==> config.mk <==
export PLATFORM = sky130hd
export DESIGN_NAME = oser4_nibble_feeder
export DESIGN_NICKNAME = d
export VERILOG_FILES = /design/src/rtl/oser4_feed_pkg.sv /design/src/rtl/oser4_feed_fifo.sv /design/src/rtl/oser4_nibble_feeder.sv
export SDC_FILE = /design/constraint.sdc
export NUM_CORES = 1
export LEC_CHECK = 0
export BUFFER_PORTS_ARGS = -buffer_cell sky130_fd_sc_hd__buf_2
export CORE_MARGIN = 1.5
export CORE_UTILIZATION = 35
export CTS_BUF_LIST = sky130_fd_sc_hd__clkbuf_4 sky130_fd_sc_hd__clkbuf_8 sky130_fd_sc_hd__clkbuf_16
export CTS_CLUSTER_DIAMETER = 50
export CTS_CLUSTER_SIZE = 8
export DETAILED_ROUTE_END_ITERATION = 16
export PLACE_DENSITY_LB_ADDON = 0.12
export SLEW_MARGIN = 20
export SYNTH_ARGS = -nofsm -noshare
export SYNTH_HDL_FRONTEND = slang
export SYNTH_SLANG_ARGS = --single-unit
==> constraint.sdc <==
create_clock -name clk_i -period 3.4 [get_ports clk_i]
set_input_delay 0.34 -clock clk_i [delete_from_list [all_inputs] [get_ports clk_i]]
set_output_delay 0.34 -clock clk_i [all_outputs]
set_load 0.05 [all_outputs]
==> src/rtl/oser4_feed_pkg.sv <==
// rtl/oser4_feed_pkg.sv - shared state type and nibble constants for the OSER4 nibble feeder
package oser4_feed_pkg;

  localparam int NIBBLE_W = 4;

  localparam logic [NIBBLE_W-1:0] TRAIN_PAT0 = 4'b0101;
  localparam logic [NIBBLE_W-1:0] TRAIN_PAT1 = 4'b1010;

  typedef enum logic [2:0] {
    ST_IDLE,
    ST_TRAIN,
    ST_SYNC,
    ST_LO,
    ST_HI
  } feed_state_e;

  // Training phase 0 always opens a burst, so the receiver sees the same alignment each time.
  function automatic logic [NIBBLE_W-1:0] train_nibble(input logic phase);
    return phase ? TRAIN_PAT1 : TRAIN_PAT0;
  endfunction

endpackage

==> src/rtl/oser4_feed_fifo.sv <==
// rtl/oser4_feed_fifo.sv - synchronous byte FIFO with async reset, power-of-two depth
module oser4_feed_fifo #(
  parameter int DEPTH = 4,
  parameter int WIDTH = 8,
  localparam int AW = $clog2(DEPTH),
  localparam int CW = AW + 1
) (
  input  logic             clk_i,
  input  logic             rst_i,
  input  logic             push_i,
  input  logic [WIDTH-1:0] wdata_i,
  input  logic             pop_i,
  output logic [WIDTH-1:0] rdata_o,
  output logic             full_o,
  output logic             empty_o,
  output logic [CW-1:0]    count_o
);

  logic [WIDTH-1:0] mem [DEPTH];
  logic [AW-1:0]    wr_ptr_q;
  logic [AW-1:0]    rd_ptr_q;
  logic [CW-1:0]    count_q;
  logic             do_push;
  logic             do_pop;

  assign full_o  = (count_q == CW'(DEPTH));
  assign empty_o = (count_q == '0);
  assign count_o = count_q;
  assign rdata_o = mem[rd_ptr_q];

  assign do_push = push_i && !full_o;
  assign do_pop  = pop_i && !empty_o;

  always_ff @(posedge clk_i) begin
    if (do_push) begin
      mem[wr_ptr_q] <= wdata_i;
    end
  end

  // Pointers wrap naturally because DEPTH is a power of two.
  always_ff @(posedge clk_i or posedge rst_i) begin
    if (rst_i) begin
      wr_ptr_q <= '0;
      rd_ptr_q <= '0;
      count_q  <= '0;
    end else begin
      if (do_push) begin
        wr_ptr_q <= wr_ptr_q + 1'b1;
      end
      if (do_pop) begin
        rd_ptr_q <= rd_ptr_q + 1'b1;
      end
      case ({do_push, do_pop})
        2'b10:   count_q <= count_q + 1'b1;
        2'b01:   count_q <= count_q - 1'b1;
        default: count_q <= count_q;
      endcase
    end
  end

endmodule

==> src/rtl/oser4_nibble_feeder.sv <==
// rtl/oser4_nibble_feeder.sv - byte stream to OSER4 nibble feeder with sync preamble and idle fill
// Build option OSER4_FEED_TRAIN_EN prepends an alternating training pattern to every burst.
module oser4_nibble_feeder
  import oser4_feed_pkg::*;
#(
  parameter int         FIFO_DEPTH = 4,
  parameter logic [3:0] IDLE_PAT   = 4'b1010,
  parameter logic [3:0] SYNC_PAT   = 4'b1100,
  parameter int         SYNC_LEN   = 2,
  parameter int         TRAIN_LEN  = 8,
  parameter bit         TRI_IDLE   = 1'b0
) (
  input  logic        clk_i,
  input  logic        rst_i,
  input  logic        en_i,
  input  logic [7:0]  s_data_i,
  input  logic        s_valid_i,
  output logic        s_ready_o,
  output logic [3:0]  d_o,
  output logic [1:0]  tx_o,
  output logic        busy_o,
  output logic [15:0] bytes_sent_o
);

`ifdef OSER4_FEED_TRAIN_EN
  localparam int CNT_W = 8;
`else
  localparam int CNT_W = 4;
`endif
  localparam int         FCW     = $clog2(FIFO_DEPTH) + 1;
  localparam logic [1:0] TX_IDLE = TRI_IDLE ? 2'b11 : 2'b00;

  if (FIFO_DEPTH < 2 || (FIFO_DEPTH & (FIFO_DEPTH - 1)) != 0) begin : g_bad_depth
    $error("oser4_nibble_feeder: FIFO_DEPTH must be a power of two >= 2");
  end
  if (SYNC_LEN < 1 || SYNC_LEN > 15 || TRAIN_LEN < 1 || TRAIN_LEN > 255) begin : g_bad_len
    $error("oser4_nibble_feeder: SYNC_LEN or TRAIN_LEN out of range");
  end

  feed_state_e      state_q, state_d;
  logic [CNT_W-1:0] cnt_q, cnt_d;
  logic [7:0]       byte_q, byte_d;
  logic [3:0]       d_q, d_d;
  logic [1:0]       tx_q, tx_d;
  logic [15:0]      sent_q;
  logic             pop;

  logic [7:0]       fifo_rdata;
  logic             fifo_full;
  logic             fifo_empty;
  logic [FCW-1:0]   unused_fifo_count;

  oser4_feed_fifo #(
    .DEPTH (FIFO_DEPTH),
    .WIDTH (8)
  ) u_fifo (
    .clk_i   (clk_i),
    .rst_i   (rst_i),
    .push_i  (s_valid_i),
    .wdata_i (s_data_i),
    .pop_i   (pop),
    .rdata_o (fifo_rdata),
    .full_o  (fifo_full),
    .empty_o (fifo_empty),
    .count_o (unused_fifo_count)
  );

  assign s_ready_o    = !fifo_full;
  assign d_o          = d_q;
  assign tx_o         = tx_q;
  assign busy_o       = (state_q != ST_IDLE);
  assign bytes_sent_o = sent_q;

  // Output registers load from the next state, so d_o lines up with the state it belongs to.
  always_comb begin
    state_d = state_q;
    cnt_d   = cnt_q;
    byte_d  = byte_q;
    pop     = 1'b0;
    d_d     = IDLE_PAT;
    tx_d    = 2'b00;

    case (state_q)
      ST_IDLE: begin
        if (en_i && !fifo_empty) begin
`ifdef OSER4_FEED_TRAIN_EN
          state_d = ST_TRAIN;
`else
          state_d = ST_SYNC;
`endif
          cnt_d = '0;
        end
      end
`ifdef OSER4_FEED_TRAIN_EN
      ST_TRAIN: begin
        if (cnt_q == CNT_W'(TRAIN_LEN - 1)) begin
          state_d = ST_SYNC;
          cnt_d   = '0;
        end else begin
          cnt_d = cnt_q + 1'b1;
        end
      end
`endif
      ST_SYNC: begin
        if (cnt_q == CNT_W'(SYNC_LEN - 1)) begin
          pop     = 1'b1;
          byte_d  = fifo_rdata;
          state_d = ST_LO;
        end else begin
          cnt_d = cnt_q + 1'b1;
        end
      end
      ST_LO: state_d = ST_HI;
      ST_HI: begin
        // Back-to-back bytes continue without a fresh preamble.
        if (en_i && !fifo_empty) begin
          pop     = 1'b1;
          byte_d  = fifo_rdata;
          state_d = ST_LO;
        end else begin
          state_d = ST_IDLE;
        end
      end
      default: state_d = ST_IDLE;
    endcase

    case (state_d)
      ST_IDLE: begin
        d_d  = IDLE_PAT;
        tx_d = TX_IDLE;
      end
`ifdef OSER4_FEED_TRAIN_EN
      ST_TRAIN: d_d = train_nibble(cnt_d[0]);
`endif
      ST_SYNC: d_d = SYNC_PAT;
      ST_LO:   d_d = byte_d[3:0];
      ST_HI:   d_d = byte_d[7:4];
      default: d_d = IDLE_PAT;
    endcase
  end

  always_ff @(posedge clk_i or posedge rst_i) begin
    if (rst_i) begin
      state_q <= ST_IDLE;
      cnt_q   <= '0;
      byte_q  <= '0;
      d_q     <= IDLE_PAT;
      tx_q    <= TX_IDLE;
      sent_q  <= '0;
    end else begin
      state_q <= state_d;
      cnt_q   <= cnt_d;
      byte_q  <= byte_d;
      d_q     <= d_d;
      tx_q    <= tx_d;
      if (state_q == ST_HI) begin
        sent_q <= sent_q + 16'd1;
      end
    end
  end

endmodule
* Word level (Yosys, flattened, before mapping)
Memory sizes are Yosys's and may differ from the RTL's.
Cells that the tools add are included.
** Word-level totals
- Memories kept :: 1
- Input bits :: 12
- Register bits :: 42
- Output and inout bits :: 24
- Word-level logic and storage cells :: 55
- Memory bits (writable) :: 32
** Cells by class
- Mux-type cells :: 17
- $add $sub $neg :: 6
- Reductions and logical operators :: 11
- Equality and inequality tests :: 12
** Memory list
- u_fifo.mem :: words 4, bits a word 8, read ports 1, clocked after Yosys merged registers in 0, wr ports 1, RTL line oser4_feed_fifo.sv:19 : logic [WIDTH-1:0] mem [DEPTH];
** Operators by type and width (number)
- $add 16x1->16 const B :: 1
- $mux 8 :: 2
- $pmux 8 s2 :: 1
- $eq 3x2->1 const B :: 4
- $pmux 3 s4 :: 1
- $pmux 4 s3 :: 1
- $eq 3x3->1 const B :: 3
- $mux 4 :: 2
- $pmux 4 s2 :: 1
- $logic_not 3->1 :: 2
- $mux 3 :: 2
- $pmux 3 s2 :: 1
- $add 2x1->2 const B :: 2
- $add 4x1->4 const B :: 1
- $eq 4x1->1 const B :: 1
- $mux 1 :: 4
- $ne 2x2->1 const B :: 2
- $reduce_bool 2->1 :: 2
- $add 3x1->3 const B :: 1
- $logic_and 1x1->1 :: 3
- $reduce_and 3->1 :: 1
- $reduce_bool 3->1 :: 1
- $sub 3x1->3 const B :: 1
- $eq 2x1->1 const B :: 1
- 4 further kinds :: 5

* Logic depth before layout (Yosys ltp)
- Depth after elaboration :: 8
- Depth in mapped cells :: 11
- Gate-level depth less buffers :: 11

* Cells and area by module
From an unflattened synthesis, not the netlist that was laid out.
** Unflattened totals
- Cells, all modules :: 211
- Area total of the unflattened synthesis :: 3060.4 µm²
** By module, submodules not included
- oser4_feed_fifo :: area an instance 1596.5 µm², seq. area each 1136.1 µm², instances 1, cells an instance 80
- oser4_nibble_feeder :: area an instance 1463.9 µm², seq. area each 778.2 µm², instances 1, cells an instance 131

* Least setup slack after synthesis
OpenSTA, ideal clock, no wires.
- Path kind :: reg2reg
- Start :: register u_fifo.count_q[0], in the netlist u_fifo.count_o[0]
- End :: register u_fifo.count_q[2], in the netlist u_fifo.count_o[2]
- Slack :: 0.978 ns
- Buffers on the path :: 0
- Required time :: 3.321 ns
- Period minus slack after synthesis :: 2.422 ns
- Setup time :: 0.079 ns
- Data arrival time :: 2.343 ns
- Cell stages (with the launch flop) :: 11
- Cells stage by stage :: dfrtp_1 > inv_1 > nand3_1 > and2_1 > inv_1 > ha_1 > inv_1 > fa_1 > xor2_1 > nor2_1 > xor2_1
** On the way
- Elaborated cells between the ends (all ways) :: 15
- Classes of those cells :: add/sub: 2; eq/ne: 3; mux: 3; reduce/logical: 7
** RTL lines
- from (decl) :: RTL line oser4_feed_fifo.sv:22 : logic [CW-1:0] count_q;
- from (signal assigned) :: RTL line oser4_feed_fifo.sv:54 : 2'b10: count_q <= count_q + 1'b1;
- from (signal assigned) :: RTL line oser4_feed_fifo.sv:55 : 2'b01: count_q <= count_q - 1'b1;
- from (signal assigned) :: RTL line oser4_feed_fifo.sv:56 : default: count_q <= count_q;
- $eq 3x3->1 (*) :: RTL line oser4_feed_fifo.sv:26 : assign full_o = (count_q == CW'(DEPTH));
- $logic_not 1->1 (*)
- via s_ready_o :: RTL line oser4_nibble_feeder.sv:18 : output logic s_ready_o,
- $logic_and 1x1->1 (*) :: RTL line oser4_feed_fifo.sv:31 : assign do_push = push_i && !full_o;
- $eq 2x1->1 / $eq 2x2->1 (equally long branches) :: RTL line oser4_feed_fifo.sv:53 : case ({do_push, do_pop})
- $pmux 3 s2 / $reduce_bool 2->1 (equally long branches)
Mark *: on every way through the listed nets, which the timed path passes. The rest lies on a longest branch.
A chain may end at the register's enable or synchronous reset.

* Worst setup path in the final report
- Start :: register cnt_q[1]
- End :: register u_fifo.count_q[2], in the netlist u_fifo.count_o[2]
** On the way
- Cells in the longest elaborated chain, start to end :: 6
- Elaborated cells between the ends (all ways) :: 8
- Classes of those cells :: eq/ne: 3; mux: 3; reduce/logical: 2
** RTL lines
- from (decl) :: RTL line oser4_nibble_feeder.sv:41 : logic [CNT_W-1:0] cnt_q, cnt_d;
- from (signal assigned) :: RTL line oser4_nibble_feeder.sv:152 : cnt_q <= cnt_d;
- $eq 4x1->1 (*) :: RTL line oser4_nibble_feeder.sv:105 : if (cnt_q == CNT_W'(SYNC_LEN - 1)) begin
- $mux 1 (*) :: RTL line oser4_nibble_feeder.sv:105
- $pmux 1 s2 (*) :: RTL line oser4_nibble_feeder.sv:83 : case (state_q)
- $logic_and 1x1->1 (*) :: RTL line oser4_feed_fifo.sv:32 : assign do_pop = pop_i && !empty_o;
- via u_fifo.do_pop :: RTL line oser4_feed_fifo.sv:24 : logic do_pop;
- $eq 2x1->1 / $eq 2x2->1 (equally long branches) :: RTL line oser4_feed_fifo.sv:53
- $pmux 3 s2 / $reduce_bool 2->1 (equally long branches)
Marks and branches as above.

==> results.cfg <==
[die]
dieArea_um2 = 9300
start_util_pct = 36.63
core-area_um2 = 8341
pin_count = 36
die_w_um = 96.44
rows = 33
die_y_um = 96.44

[logic_synthesis]
synth_cells = 212
synth_warnings = 0
synth_top_area_share_pct = 31.45
synth_area_leaders = edfxtp_1 (31%), dfrtp_1 (29%), mux4_2 (5.9%), ha_1 (3.3%), xnor2_1 (3.2%)
ys_seq_area_share_pct = 62.65
synth_area_um2 = 3055
synth-main-ff-cell = dfrtp_1
async_reset_ff_share_pct = 54.29
synth_seq_cells = 70
yosys-top-cells-count = dfrtp_1 (36), edfxtp_1 (32), inv_1 (11), xnor2_1 (11), nor2_1 (10)
synth_enable_flop_cells = 32
syn-mean-instance-area_um2 = 14.41
ys_types = 43
yosysMostFrequentCell = dfrtp_1
yosys.area.top_type = edfxtp_1

[finish]
nNetsFinal = 271
stdcell_area_um2 = 3508
fin_util_pct = 42.06
layout-drive-gt1-share_pct = 27.84
diodes = 0
area_delta_synth_final_pct = 14.82

[sta]
setup-tns-final_ns = 0
rsz0062_at_grt = no
relSlewSlack_pct = 42.47
clock.fmax_ghz = 0.3596
fin_skew_ns = 0.006229
fin_crit_sh_pct = 81.79
slew_viol_final = 0
setup_viol = 0
tightest_slew_ns = 0.8620
finalHoldViolations = 0
period_needed_ns = 2.781

[cts]
post_cts_resized = 0
insertion_delay_ns = 0.34
cts_tree = yes
cts_buffer_depth = 2
root_buffer = clkbuf_8
h-tree-depth = 3
ctsHoldBuffers = 0
postCtsSetupBuffers = 0
clkSinkCount = 70
numCtsBuffers = 9
clk_pin_slew_ns = 0.08

[route]
postRouteAntennaNets = 0
wl_per_cell_um = 14.36
drc = 0
dr_wl_met3_um = 251
drt_wl_total_mm = 5.170
first_iter_violations = 37
vias = 1705
wl_met2_mm = 2.502
vias_per_cell = 4.736
top_layer = met4
drt_pass1_iterations = 4
wl_met1_mm = 2.349

[grt]
grt_usage_pct = 12.37
grt_max_degree = 24
gr-total-overflow = 0
first_global_vias = 1655
grt_pass1_wl_mm = 8.142
grt_antenna_before_repair = 0

[critical_path]
critPathKind = reg -> reg
endpoint_kind = register
crit_arrival_ns = 3.04
rr_worst_depth = 11
path_max_fanout = 10
rrSetupSlack_ns = 0.62
timing.rr.start = cnt_q[1]
rr_endpoint = u_fifo.count_o[2]
cp-start-kind = register
worstPathRequired_ns = 3.66

[pwr]
seq_power_share_pct = 44.7
p_sw_share_pct = 36.74
leakagePower_nw = 1.536
p_comb_share_pct = 33.5
p_int_mw = 1.902
p_clk_share_pct = 21.8
ir_worst_vdd_mv = 0.2870
p_per_area_nw_per_um2 = 857.1
power_mw = 3.007
p_switching_mw = 1.105

[placed_design]
place_area_um2 = 3316
dp_hpwl_mm = 3.483
routabilityCongestion = 0.6567
port_buffers = 33

[flow_run]
max-cap-violations = 0

[run_status]
outcome = finished clean

[min_path]
holdCritPathClass = in -> async
## worst max-delay path, cell delays in order (launching register included)
cell and delay (ns):
dfrtp_1 0.42, inv_1 0.07, ha_1 0.13, nor3b_1 0.49, a32oi_2 0.27, nor2b_1 0.28, ha_1 0.22, inv_1 0.06
fa_1 0.37, xor2_1 0.15, nor2_1 0.11, xor2_1 0.15
## metal layers
| metal | track usage (%) | vias to the layer above |
|---|---|---|
| li1 | - | 827 |
| met1 | 14.90 | 836 |
| met2 | 19.89 | 36 |
| met3 | 4.538 | 6 |
| met4 | 5.435 | 0 |
| met5 | 0 | - |
## layout make-up
| class | count | area, um2 |
|---|---|---|
| Fill cell | 775 | 4832 |
| Sequential cell | 70 | 1914 |
| Multi-Input combinational cell | 124 | 1056 |
| Timing Repair Buffer | 34 | 172.7 |
| Clock buffer | 10 | 131.4 |
| Tap cell | 105 | 131.4 |
| Clock inverter | 6 | 61.31 |
| Inverter | 11 | 41.29 |
## logic make-up (layout without fill, tap and decap cells)
kind of cell | Yosys count | in the layout | synth area share (%)
mux | 15 | 15 | 8.435
simple gates | 60 | 60 | 11.51
other cells | 1 | 2 | 0.1227
compound gates | 17 | 17 | 4.177
xor+xnor | 21 | 21 | 6.266
flops | 70 | 70 | 62.65
buf+inv | 19 | 61 | 2.908
fa+ha+maj | 9 | 9 | 3.931
## flip-flops by register name, summed over array words and instances (netlist names)
signal           count
bytes_sent_o        16
u_fifo.count_o       3
state_q              3
cnt_q                4
byte_q               4
u_fifo.wr_ptr_q      2
u_fifo.rd_ptr_q      2
d_o                  4
u_fifo.mem          32
## power by group through the flow
stage	clock network, mW	logic (mW)	registers, mW
after floorplan	0	0.760	1.40
after global placement	0	1.02	1.37
after detailed placement	0	1.03	1.37
after CTS	0.674	1.03	1.35
after global routing	0.714	1.12	1.38
final	0.656	1.01	1.34
## cells in the final DEF (no fill, tap or decap), types with 6 or more instances in the layout
master	netlist	layout
mux2_2	6	6
nand3_1	8	8
dfrtp_1	36	36
edfxtp_1	32	32
xor2_1	9	9
ha_1	8	8
nor2_1	10	10
and3_1	6	6
mux4_2	8	8
buf_2	2	33
nand2_1	9	9
xnor2_1	11	11
clkbuf_8	0	9
inv_1	11	11
## worst max path at each step
stage,start,to,slack [ns],cells after the start
final,cnt_q[1],u_fifo.count_o[2],0.62,11
after global routing,cnt_q[1],u_fifo.count_o[2],0.35,11
after CTS,cnt_q[1],u_fifo.count_o[2],0.57,11
after detailed placement,cnt_q[1],u_fifo.count_o[2],0.60,11
after global placement,cnt_q[1],u_fifo.count_o[2],0.68,11
after floorplan,u_fifo.count_o[0],u_fifo.count_o[2],0.98,10
## through the flow
stage / worst slack [ns] / std cells / hold WS (ns)
global placement: 0.6813 / 344 / 0.4573
floorplan: 0.9781 / 213 / 0.4389
CTS: 0.5707 / 360 / 0.1978
global route: 0.3494 / 360 / 0.1936
detailed placement: 0.5950 / 344 / 0.4639
finish: 0.6190 / 360 / 0.1665
Power figures use the tool's default switching activity.
